==> config.mk <==
export PLATFORM = sky130hd
export DESIGN_NAME = hazard_stall_unit_flat
export DESIGN_NICKNAME = d
export VERILOG_FILES = /design/src/rtl/hazard_stall_unit_if.sv /design/src/rtl/hazard_stall_unit.sv /design/src/flat_wrapper.sv
export SDC_FILE = /design/constraint.sdc
export NUM_CORES = 1
export LEC_CHECK = 0
export ABC_AREA = 0
export CORE_UTILIZATION = 45
export CTS_CLUSTER_SIZE = 8
export DETAILED_ROUTE_END_ITERATION = 7
export PLACE_DENSITY = 0.75
export SLEW_MARGIN = 0
export SYNTH_ARGS = -nofsm -noshare
export SYNTH_HDL_FRONTEND = slang
export SYNTH_SLANG_ARGS = --single-unit
==> constraint.sdc <==
create_clock -name clk -period 2 [get_ports clk]
set_input_delay 0.4 -clock clk [delete_from_list [all_inputs] [get_ports clk]]
set_output_delay 0.4 -clock clk [all_outputs]
set_load 0.005 [all_outputs]
==> src/rtl/hazard_stall_unit_if.sv <==
// rtl/hazard_stall_unit_if.sv - pipeline-side signal bundle for the hazard/stall unit
//
// Purpose: groups every pipeline status input and every stall/flush/status
// output of hazard_stall_unit so the core and the unit share one connection.
//   slave  modport : used by hazard_stall_unit (status in, control out)
//   master modport : used by the pipeline (status out, control in)
// Status (pipeline -> unit):
//   ifid_valid, ifid_rs1[4:0], ifid_rs2[4:0], ifid_uses_rs2   instruction in ID
//   idex_valid, idex_rd[4:0], idex_is_load                    instruction in EX
//   memwb_valid, memwb_rd[4:0], memwb_writes                  instruction in WB
//   exmem_mem_req, dmem_ready                                 MEM-stage access
//   ex_branch_taken                                           taken branch in EX
// Control / status (unit -> pipeline):
//   stall_pc, stall_ifid, stall_idex, stall_exmem, stall_memwb
//   bubble_idex, flush_ifid, mem_timeout
//   stall_cycles[31:0], bubble_count[31:0]
interface hazard_stall_unit_if;
    logic        ifid_valid;
    logic [4:0]  ifid_rs1;
    logic [4:0]  ifid_rs2;
    logic        ifid_uses_rs2;
    logic        idex_valid;
    logic [4:0]  idex_rd;
    logic        idex_is_load;
    logic        memwb_valid;
    logic [4:0]  memwb_rd;
    logic        memwb_writes;
    logic        exmem_mem_req;
    logic        dmem_ready;
    logic        ex_branch_taken;

    logic        stall_pc;
    logic        stall_ifid;
    logic        stall_idex;
    logic        stall_exmem;
    logic        stall_memwb;
    logic        bubble_idex;
    logic        flush_ifid;
    logic        mem_timeout;
    logic [31:0] stall_cycles;
    logic [31:0] bubble_count;

    modport master (
        output ifid_valid, ifid_rs1, ifid_rs2, ifid_uses_rs2,
        output idex_valid, idex_rd, idex_is_load,
        output memwb_valid, memwb_rd, memwb_writes,
        output exmem_mem_req, dmem_ready, ex_branch_taken,
        input  stall_pc, stall_ifid, stall_idex, stall_exmem, stall_memwb,
        input  bubble_idex, flush_ifid, mem_timeout,
        input  stall_cycles, bubble_count
    );

    modport slave (
        input  ifid_valid, ifid_rs1, ifid_rs2, ifid_uses_rs2,
        input  idex_valid, idex_rd, idex_is_load,
        input  memwb_valid, memwb_rd, memwb_writes,
        input  exmem_mem_req, dmem_ready, ex_branch_taken,
        output stall_pc, stall_ifid, stall_idex, stall_exmem, stall_memwb,
        output bubble_idex, flush_ifid, mem_timeout,
        output stall_cycles, bubble_count
    );
endinterface

==> src/rtl/hazard_stall_unit.sv <==
// rtl/hazard_stall_unit.sv - 5-stage pipeline hazard detection, stall/flush control and memory-wait watchdog
//
// Purpose: decides each cycle whether the pipeline freezes (data memory not
// ready), flushes (taken branch), or inserts a load-use / WB-read bubble.
// Tracks memory-wait length and raises a sticky timeout flag, and counts
// stall and bubble cycles.
// Parameters:
//   MEM_TIMEOUT      wait cycles after which mem_timeout asserts (1..65535)
//   WB_DECODE_STALL  1: ID reads of the WB destination stall (no ID bypass)
// Ports:
//   clk    single clock, rising edge
//   rst_n  asynchronous active-low reset
//   hz     hazard_stall_unit_if.slave, all pipeline status and control
module hazard_stall_unit #(
    parameter int unsigned MEM_TIMEOUT     = 255,
    parameter bit          WB_DECODE_STALL = 1'b0
) (
    input  logic                 clk,
    input  logic                 rst_n,
    hazard_stall_unit_if.slave   hz
);

    typedef enum logic [1:0] {
        ST_RUN      = 2'd0,
        ST_MEM_WAIT = 2'd1,
        ST_TIMEOUT  = 2'd2
    } state_e;

    // wait_cnt counts completed wait cycles, so the cycle that sees
    // MEM_TIMEOUT-1 is the MEM_TIMEOUT-th consecutive wait cycle.
    localparam logic [15:0] TIMEOUT_LAST = 16'(MEM_TIMEOUT - 1);
    localparam logic [31:0] CNT_MAX      = 32'hFFFF_FFFF;

    state_e      state_q, state_d;
    logic [15:0] wait_cnt_q, wait_cnt_d;
    logic        mem_timeout_q, mem_timeout_d;
    logic [31:0] stall_cycles_q, stall_cycles_d;
    logic [31:0] bubble_count_q, bubble_count_d;

    logic mem_wait;
    logic load_use;
    logic wb_use;
    logic timeout_hit;

    logic stall_pc;
    logic stall_ifid;
    logic stall_idex;
    logic stall_exmem;
    logic stall_memwb;
    logic bubble_idex;
    logic flush_ifid;

    // ------------------------------------------------------------------
    // Hazard terms
    // ------------------------------------------------------------------
    always_comb begin
        mem_wait = hz.exmem_mem_req && !hz.dmem_ready;

        // x0 never carries data, so a load targeting it cannot create a hazard.
        load_use = hz.idex_valid && hz.idex_is_load && (hz.idex_rd != 5'd0) &&
                   hz.ifid_valid &&
                   ((hz.idex_rd == hz.ifid_rs1) ||
                    (hz.ifid_uses_rs2 && (hz.idex_rd == hz.ifid_rs2)));

        wb_use = 1'b0;
        if (WB_DECODE_STALL) begin
            wb_use = hz.memwb_valid && hz.memwb_writes && (hz.memwb_rd != 5'd0) &&
                     hz.ifid_valid &&
                     ((hz.memwb_rd == hz.ifid_rs1) ||
                      (hz.ifid_uses_rs2 && (hz.memwb_rd == hz.ifid_rs2)));
        end
    end

    // ------------------------------------------------------------------
    // Control outputs: purely combinational, priority freeze > flush > bubble.
    // One load-use bubble is enough; the consumer then picks the loaded value
    // up through the EX-stage bypass from WB, so no second bubble is issued.
    // ------------------------------------------------------------------
    always_comb begin
        stall_pc    = 1'b0;
        stall_ifid  = 1'b0;
        stall_idex  = 1'b0;
        stall_exmem = 1'b0;
        stall_memwb = 1'b0;
        bubble_idex = 1'b0;
        flush_ifid  = 1'b0;

        if (!rst_n) begin
            // hold everything quiet while in reset, whatever the inputs
        end else if (mem_wait) begin
            // full freeze; a taken branch is re-presented once memory completes
            stall_pc    = 1'b1;
            stall_ifid  = 1'b1;
            stall_idex  = 1'b1;
            stall_exmem = 1'b1;
            stall_memwb = 1'b1;
        end else if (hz.ex_branch_taken) begin
            // the flushed ID instruction makes any load-use match irrelevant
            flush_ifid  = 1'b1;
            bubble_idex = 1'b1;
        end else if (load_use || wb_use) begin
            stall_pc    = 1'b1;
            stall_ifid  = 1'b1;
            bubble_idex = 1'b1;
        end
    end

    // ------------------------------------------------------------------
    // Memory-wait FSM and watchdog
    // ------------------------------------------------------------------
    always_comb begin
        state_d     = state_q;
        timeout_hit = mem_wait && (wait_cnt_q == TIMEOUT_LAST);

        // saturate so a stuck memory cannot wrap the counter back to the
        // threshold and misreport a second timeout edge
        if (!mem_wait) begin
            wait_cnt_d = 16'd0;
        end else if (wait_cnt_q != 16'hFFFF) begin
            wait_cnt_d = wait_cnt_q + 16'd1;
        end else begin
            wait_cnt_d = wait_cnt_q;
        end

        unique case (state_q)
            ST_RUN: begin
                // RUN can only hit the threshold when MEM_TIMEOUT is 1
                if (timeout_hit) begin
                    state_d = ST_TIMEOUT;
                end else if (mem_wait) begin
                    state_d = ST_MEM_WAIT;
                end
            end
            ST_MEM_WAIT: begin
                // leaving on dropped request as well keeps the FSM from
                // parking in a wait state that no longer exists
                if (!mem_wait) begin
                    state_d = ST_RUN;
                end else if (timeout_hit) begin
                    state_d = ST_TIMEOUT;
                end
            end
            ST_TIMEOUT: begin
                if (!mem_wait) begin
                    state_d = ST_RUN;
                end
            end
            default: state_d = ST_RUN;
        endcase

        mem_timeout_d = mem_timeout_q ||
                        ((state_d == ST_TIMEOUT) && (state_q != ST_TIMEOUT));
    end

    // ------------------------------------------------------------------
    // Saturating performance counters
    // ------------------------------------------------------------------
    always_comb begin
        stall_cycles_d = stall_cycles_q;
        bubble_count_d = bubble_count_q;
        if (stall_pc && (stall_cycles_q != CNT_MAX)) begin
            stall_cycles_d = stall_cycles_q + 32'd1;
        end
        if (bubble_idex && (bubble_count_q != CNT_MAX)) begin
            bubble_count_d = bubble_count_q + 32'd1;
        end
    end

    always_ff @(posedge clk or negedge rst_n) begin
        if (!rst_n) begin
            state_q        <= ST_RUN;
            wait_cnt_q     <= 16'd0;
            mem_timeout_q  <= 1'b0;
            stall_cycles_q <= 32'd0;
            bubble_count_q <= 32'd0;
        end else begin
            state_q        <= state_d;
            wait_cnt_q     <= wait_cnt_d;
            mem_timeout_q  <= mem_timeout_d;
            stall_cycles_q <= stall_cycles_d;
            bubble_count_q <= bubble_count_d;
        end
    end

    // ------------------------------------------------------------------
    // Outputs
    // ------------------------------------------------------------------
    assign hz.stall_pc     = stall_pc;
    assign hz.stall_ifid   = stall_ifid;
    assign hz.stall_idex   = stall_idex;
    assign hz.stall_exmem  = stall_exmem;
    assign hz.stall_memwb  = stall_memwb;
    assign hz.bubble_idex  = bubble_idex;
    assign hz.flush_ifid   = flush_ifid;
    assign hz.mem_timeout  = mem_timeout_q;
    assign hz.stall_cycles = stall_cycles_q;
    assign hz.bubble_count = bubble_count_q;

endmodule

==> src/flat_wrapper.sv <==
// flat-port wrapper written by rule: the top's interface ports become plain ports
module hazard_stall_unit_flat 
#(
    parameter int unsigned MEM_TIMEOUT     = 255,
    parameter bit          WB_DECODE_STALL = 1'b0
)
  (clk, rst_n, hz_ifid_valid, hz_ifid_rs1, hz_ifid_rs2, hz_ifid_uses_rs2, hz_idex_valid, hz_idex_rd, hz_idex_is_load, hz_memwb_valid, hz_memwb_rd, hz_memwb_writes, hz_exmem_mem_req, hz_dmem_ready, hz_ex_branch_taken, hz_stall_pc, hz_stall_ifid, hz_stall_idex, hz_stall_exmem, hz_stall_memwb, hz_bubble_idex, hz_flush_ifid, hz_mem_timeout, hz_stall_cycles, hz_bubble_count);
  hazard_stall_unit_if hz_i ();
  input  logic clk;
  input  logic rst_n;
  input wire logic [$bits(hz_i.ifid_valid)-1:0] hz_ifid_valid;
  input wire logic [$bits(hz_i.ifid_rs1)-1:0] hz_ifid_rs1;
  input wire logic [$bits(hz_i.ifid_rs2)-1:0] hz_ifid_rs2;
  input wire logic [$bits(hz_i.ifid_uses_rs2)-1:0] hz_ifid_uses_rs2;
  input wire logic [$bits(hz_i.idex_valid)-1:0] hz_idex_valid;
  input wire logic [$bits(hz_i.idex_rd)-1:0] hz_idex_rd;
  input wire logic [$bits(hz_i.idex_is_load)-1:0] hz_idex_is_load;
  input wire logic [$bits(hz_i.memwb_valid)-1:0] hz_memwb_valid;
  input wire logic [$bits(hz_i.memwb_rd)-1:0] hz_memwb_rd;
  input wire logic [$bits(hz_i.memwb_writes)-1:0] hz_memwb_writes;
  input wire logic [$bits(hz_i.exmem_mem_req)-1:0] hz_exmem_mem_req;
  input wire logic [$bits(hz_i.dmem_ready)-1:0] hz_dmem_ready;
  input wire logic [$bits(hz_i.ex_branch_taken)-1:0] hz_ex_branch_taken;
  output wire logic [$bits(hz_i.stall_pc)-1:0] hz_stall_pc;
  output wire logic [$bits(hz_i.stall_ifid)-1:0] hz_stall_ifid;
  output wire logic [$bits(hz_i.stall_idex)-1:0] hz_stall_idex;
  output wire logic [$bits(hz_i.stall_exmem)-1:0] hz_stall_exmem;
  output wire logic [$bits(hz_i.stall_memwb)-1:0] hz_stall_memwb;
  output wire logic [$bits(hz_i.bubble_idex)-1:0] hz_bubble_idex;
  output wire logic [$bits(hz_i.flush_ifid)-1:0] hz_flush_ifid;
  output wire logic [$bits(hz_i.mem_timeout)-1:0] hz_mem_timeout;
  output wire logic [$bits(hz_i.stall_cycles)-1:0] hz_stall_cycles;
  output wire logic [$bits(hz_i.bubble_count)-1:0] hz_bubble_count;
  assign hz_i.ifid_valid = hz_ifid_valid;
  assign hz_i.ifid_rs1 = hz_ifid_rs1;
  assign hz_i.ifid_rs2 = hz_ifid_rs2;
  assign hz_i.ifid_uses_rs2 = hz_ifid_uses_rs2;
  assign hz_i.idex_valid = hz_idex_valid;
  assign hz_i.idex_rd = hz_idex_rd;
  assign hz_i.idex_is_load = hz_idex_is_load;
  assign hz_i.memwb_valid = hz_memwb_valid;
  assign hz_i.memwb_rd = hz_memwb_rd;
  assign hz_i.memwb_writes = hz_memwb_writes;
  assign hz_i.exmem_mem_req = hz_exmem_mem_req;
  assign hz_i.dmem_ready = hz_dmem_ready;
  assign hz_i.ex_branch_taken = hz_ex_branch_taken;
  assign hz_stall_pc = hz_i.stall_pc;
  assign hz_stall_ifid = hz_i.stall_ifid;
  assign hz_stall_idex = hz_i.stall_idex;
  assign hz_stall_exmem = hz_i.stall_exmem;
  assign hz_stall_memwb = hz_i.stall_memwb;
  assign hz_bubble_idex = hz_i.bubble_idex;
  assign hz_flush_ifid = hz_i.flush_ifid;
  assign hz_mem_timeout = hz_i.mem_timeout;
  assign hz_stall_cycles = hz_i.stall_cycles;
  assign hz_bubble_count = hz_i.bubble_count;
  hazard_stall_unit #(.MEM_TIMEOUT(MEM_TIMEOUT), .WB_DECODE_STALL(WB_DECODE_STALL)) u_core (.clk(clk), .rst_n(rst_n), .hz(hz_i));
endmodule
==> impl_metrics.yaml, run 1 <==
run_status:
  status: "finished, violations left"
  violations: "negative setup slack"
floorplan:
  ioPinCount: 103
  core_area_sq_mm: 0.00920
  dieArea_sq_mm: 0.00984
  die_w_um: 99.2
  placementRows: 35
  die_h_um: 99.2
  initial_utilization: 0.462
timing:
  period_share: 1.01
  setup_ws_ns: -0.0168
  final.setup_skew_ns: 0.00897
  hold_viol_final: 0
  maxSlewHeadroom: 0.421
  timing.setup.tns_ns: -0.0168
  period_needed_ns: 2.02
  slew_viol_final: 0
  max_freq_mhz: 496
  setup-violations-final: 1
  worst_pin_slew_ns: 0.868
clock_network:
  cts.sinks: 83
  clockBufferDepth: 2
  clkTransAtPathRegs_ns: 0.09
  cts_tree: "yes"
  cts_made_buffers: 9
  cts-root-buf: "clkbuf_8"
  cts_max_level: 3
  clk_latency_ns: 0.36
yosys:
  syn_nets: 457
  synth_top_area_frac: 0.488
  synth_seq_cells: 83
  syn_inst: 422
  synth_common_cells: "83 x dfrtp_1, 60 x xnor2_1, 46 x nand3_1"
  syn-cell-area_sq_mm: 0.00425
  ys_warn_count: 0
  synth_edf_count: 0
  seq_area_frac_synth: 0.488
  synthTopCellsByArea: "dfrtp_1 49%, xnor2_1 12%, nand3_1 5.4%"
  synthMostInstantiatedCell: "dfrtp_1"
  async_flop_share: 1.00
  synth-main-ff-cell: "dfrtp_1"
  synth_cell_types: 41
  synth_top_area_cell: "dfrtp_1"
  syn_area_per_cell_sq_um: 10.1
finish:
  layout.nets: 623
  layout-drive-gt1-share: 0.231
  area_growth_pct: 47.2
  instances_no_fill: 704
  antennaDiodeCount: 0
  final_util: 0.681
grt:
  antenna_found_initial: 0
  grt_pass1_vias: 3747
  grt_pass1_wl_mm: 18.0
  grt.total_usage: 0.230
  grt-ovfl-total: 0
  grt_max_degree: 71
worst_setup_path:
  cp.arrival_ns: 2.29
  end_kind: "register"
  slowest_stage: "nor3_1"
  cpLargestDelayFamily: "buffers and inverters"
  path_cells: "dlygate4sd2_1, xnor2_1, nand4_1, buf_4, o221ai_2, buf_4, buf_4, nand3_2, buf_4, nor3_1, xor2_1"
  cp.required_ns: 2.27
  worst-path-max-fanout: 4
  worstReg2RegStart: "u_core.hz.bubble_count[28]"
  crit_type: "input port to register"
  crit_buf_inv: 5
  startpoint: "hz_ifid_rs2[4]"
  cpMostUsedCell: "buf_4"
  crit_path_max_incr_delay_ns: 0.26
  crit_path_start_kind: "input port"
route:
  first_pass_iters: 4
  via_per_inst: 5.47
  drc_errors: 0
  routedWlPerCell_um: 16.2
  finalWirelength_mm: 11.4
  drtIter0Drc: 220
  ant_nets: 0
  vias: 3849
placed_design:
  place_ws_ns: -0.650
  dp_hpwl_mm: 7.68
  io_buffers: 95
  gp_congestion: 0.891
  placed_cells: 678
power:
  peakVddDrop_uv: 432
  fin_total_pwr_mw: 4.16
  leakage_nw: 2.79
  power.density_mw_per_mm2: 665
min_path:
  min_path_type: "input port to async pin"
job:
  maxCapViolations: 0
-- per-layer routing --
layer | vias up | track usage | wire length [um]
met5 | - | 0 | 0
met4 | 0 | 0.0792 | 133
met3 | 11 | 0.0443 | 580
met2 | 124 | 0.389 | 5660
met1 | 1878 | 0.296 | 5020
li1 | 1836 | - | -
-- cells in the final DEF, fill, tap and decap left out, drive strengths merged, types with 2 or more instances in the layout --
| master | count |
|---|---|
| clkinv | 2 |
| nor3 | 14 |
| ha | 4 |
| nor3b | 3 |
| buf | 80 |
| dlymetal6s2s | 3 |
| and4 | 16 |
| xor2 | 20 |
| nand2 | 31 |
| nand4 | 29 |
| xnor2 | 60 |
| clkdlybuf4s15 | 5 |
| dfrtp | 83 |
| bufinv | 4 |
| a21oi | 9 |
| nand3b | 3 |
| nand3 | 47 |
| nor2 | 34 |
| and2 | 6 |
| dlygate4sd2 | 10 |
| and3 | 20 |
| clkdlybuf4s50 | 69 |
| nor4 | 5 |
| nor4b | 2 |
| a31oi | 2 |
| inv | 5 |
| clkbuf | 12 |
-- power by group --
group          internal (mW)  switching [mW]  leakage, nW
Sequential              1.76          0.0747         1.14
Combinational          0.410           0.325         1.51
Clock                  0.961           0.630        0.131
Total                   3.14            1.03         2.79
-- per-stage QoR --
step / hold WS, ns / instance area (sq um)
4_1_cts: 0.0939 / 6100
2_1_floorplan: 0.104 / 4260
3_3_place_gp: 0.444 / 5750
5_1_grt: 0.0945 / 6260
6_report: 0.103 / 6260
3_5_place_dp: 0.450 / 5750
-- state kept, by name, indices dropped and copies added, names as in the netlist --
name and cells:
u_core.hz.bubble_count 32, u_core.hz.stall_cycles 32, u_core.wait_cnt_q 16, u_core.state_q 2, u_core.hz.mem_timeout 1
-- worst paths after layout --
| path | to | slack [ns] | depth (start not counted) |
|---|---|---|---|
| worst max-delay path | u_core.hz.bubble_count[18] | -0.02 | 11 |
| max in group asynchronous | u_core.hz.stall_cycles[31] | 1.05 | 3 |
| min in group clk | u_core.hz.mem_timeout | 0.47 | 1 |
| worst min-delay path | u_core.hz.bubble_count[15] | 0.10 | 3 |
| worst max register to register | u_core.hz.bubble_count[18] | 0.07 | 7 |
| worst min register to register | u_core.hz.mem_timeout | 0.47 | 1 |
-- cells by family after synthesis --
| group | synth area share |
|---|---|
| compound gates | 0.0285 |
| xor+xnor | 0.165 |
| fa+ha+maj | 0.0118 |
| buf+inv | 0.0241 |
| flops | 0.488 |
| mux | 0.00500 |
| simple gates | 0.277 |
-- repair_timing --
item                                    CTS  global route
hold buffers                              0             0
endpoints found under the setup margin   53            60
pin swaps                                19            22
setup buffers                             6             4
resized for setup                        53            38
endpoints found under the hold margin     0             0
cloned                                    0             2
-- final cells by class --
class | instances | area, sq um
multi-input cells | 320 | 2280
flip-flops and latches | 83 | 2080
repair buffers | 169 | 1480
inverters | 5 | 18.8
clock buffers | 10 | 128
well taps | 111 | 139
fillers | 707 | 2940
clock inverters | 6 | 138
-- worst reg2reg max path, delay by kind of cell, from the launching register on --
family | cells | cell delay [ns]
xor gates and xnor gates | 1 | 0.16
DFF | 1 | 0.37
and+or+nand+nor | 5 | 1.12
buffers and inverters | 1 | 0.15
Note: power is estimated with default switching activity, not from simulation.
==> inputs of run 2 (changes only) <==
--- a/config.mk
+++ b/config.mk
@@ -7,9 +7,10 @@
 export LEC_CHECK = 0
 export ABC_AREA = 0
 export CORE_UTILIZATION = 45
-export CTS_CLUSTER_SIZE = 8
+export CTS_CLUSTER_SIZE = 25
 export DETAILED_ROUTE_END_ITERATION = 7
 export PLACE_DENSITY = 0.75
+export REMOVE_ABC_BUFFERS = 1
 export SLEW_MARGIN = 0
 export SYNTH_ARGS = -nofsm -noshare
 export SYNTH_HDL_FRONTEND = slang
==> impl_metrics.yaml, run 2 (same netlist as run 1, synthesis figures left out) <==
job:
  maxCapViolations: 0
finish:
  antennaDiodeCount: 0
  finalInstanceArea_sq_mm: 0.00623
  fillCellCount: 708
  final_common_cell: "dfrtp_1"
  final_util: 0.677
  layout.nets: 627
  layout-drive-gt1-share: 0.233
  mostFrequentLayoutCells: "83 x dfrtp_1, 73 x buf_4, 67 x clkdlybuf4s50_1, 59 x xnor2_1, 41 x nand3_1"
  instances_no_fill: 707
  area_growth_pct: 46.5
run_status:
  status: "complete, no violations"
route:
  ant_nets: 0
  first_pass_iters: 4
  routedWlPerCell_um: 15.4
  drc_errors: 0
  drtIter0Drc: 156
  wl_met3_um: 590
  finalWirelength_mm: 10.9
  via_per_inst: 5.47
  routed.top_layer: "met4"
  met2RoutedLength_mm: 5.45
  vias: 3865
  met1Wirelength_mm: 4.72
timing:
  setup-violations-final: 0
  max_freq_mhz: 509
  slew_viol_final: 0
  period_share: 0.982
  rsz0062_at_grt: "true"
  maxSlewHeadroom: 0.680
  period_needed_ns: 1.96
  hold_viol_final: 0
  worst_pin_slew_ns: 0.479
  setup_ws_ns: 0.0351
  final.setup_skew_ns: 0.0104
worst_setup_path:
  reg2reg_depth: 6
  worstReg2RegStart: "u_core.hz.bubble_count[27]"
  crit_path_start_kind: "input port"
  cp.required_ns: 1.60
  cp.arrival_ns: 1.56
  worst-path-max-fanout: 3
  r2r_end: "u_core.hz.bubble_count[29]"
  end_kind: "output pin"
  regToRegSetupSlack_ns: 0.05
  crit_type: "input port to output pin"
  startpoint: "hz_ifid_uses_rs2"
  crit_end: "hz_bubble_idex"
clock_network:
  cts_made_buffers: 9
  cts_hold_buffers: 0
  cts.sinks: 83
  cts-root-buf: "clkbuf_8"
  cts_max_level: 3
  clockBufferDepth: 2
  clk_latency_ns: 0.34
  clkTransAtPathRegs_ns: 0.08
  cts_tree: "yes"
floorplan:
  die_h_um: 99.2
  placementRows: 35
  initial_utilization: 0.462
  die_w_um: 99.2
  core_area_sq_mm: 0.00920
  ioPinCount: 103
  dieArea_sq_mm: 0.00984
grt:
  grt_pass1_vias: 3773
  grt-ovfl-total: 0
  antenna_found_initial: 0
  grt_max_degree: 34
  grt_pass1_wl_mm: 17.7
  grt.total_usage: 0.225
placed_design:
  dp_hpwl_mm: 7.68
  post_dp_cell_area_sq_mm: 0.00575
  gp_congestion: 0.810
  place_ws_ns: -0.698
  io_buffers: 95
  placed_cells: 678
power:
  leakage_nw: 2.75
  peakVddDrop_uv: 527
  power.density_mw_per_mm2: 605
min_path:
  min_path_type: "input port to async pin"
## run 2: metrics by stage
step / setup TNS [ns] / hold WS [ns] / total power [mW]
2_1_floorplan: -9.85 / 0.104 / 2.10
3_3_place_gp: -25.48 / 0.437 / 2.52
3_5_place_dp: -28.44 / 0.445 / 2.54
4_1_cts: 0 / 0.0669 / 3.74
5_1_grt: -0.248 / 0.0776 / 3.95
6_report: 0 / 0.0697 / 3.77
## run 2: cell type report
class / count / area [sq um] / share of cell area
repair buffers: 174 / 1550 / 0.249
clock inverters: 5 / 53.8 / 0.00864
flip-flops and latches: 83 / 2080 / 0.333
inverters: 5 / 18.8 / 0.00301
clock buffers: 10 / 138 / 0.0221
multi-input cells: 319 / 2250 / 0.362
well taps: 111 / 139 / 0.0223
## run 2: where the power goes
group / internal (mW) / switching [mW] / leakage [nW]
clock network: 0.600 / 0.586 / 0.102
logic: 0.427 / 0.314 / 1.50
registers: 1.76 / 0.0792 / 1.14
total: 2.79 / 0.978 / 2.75
## run 2: critical path: stages
cell             delay, ns
clkdlybuf4s50_1       0.46
nand2_1               0.08
buf_4                 0.15
o221ai_4              0.17
and2_4                0.21
buf_6                 0.10
## run 2: how the worst min path moves through the flow
stage	slack, ns	start	to	depth (start not counted)
after floorplan	0.10	rst_n	u_core.hz.bubble_count[0]	0
after global placement	0.44	rst_n	u_core.hz.stall_cycles[12]	2
after detailed placement	0.44	rst_n	u_core.hz.stall_cycles[12]	2
after CTS	0.07	rst_n	u_core.hz.bubble_count[16]	2
after global routing	0.08	rst_n	u_core.hz.bubble_count[12]	2
final	0.07	rst_n	u_core.hz.bubble_count[24]	2
## run 2: timing repair
action | CTS | global route
setup endpoints to repair | 62 | 56
pin swaps | 17 | 32
cloned | 1 | 0
gates resized for setup | 54 | 47
hold endpoints to repair | 0 | 0
setup buffers | 9 | 5
## run 2: layer usage
| metal | GRT usage | up-vias |
|---|---|---|
| met5 | 0 | - |
| met4 | 0.0747 | 0 |
| met3 | 0.0436 | 12 |
| met2 | 0.382 | 123 |
| met1 | 0.290 | 1889 |
| li1 | - | 1841 |
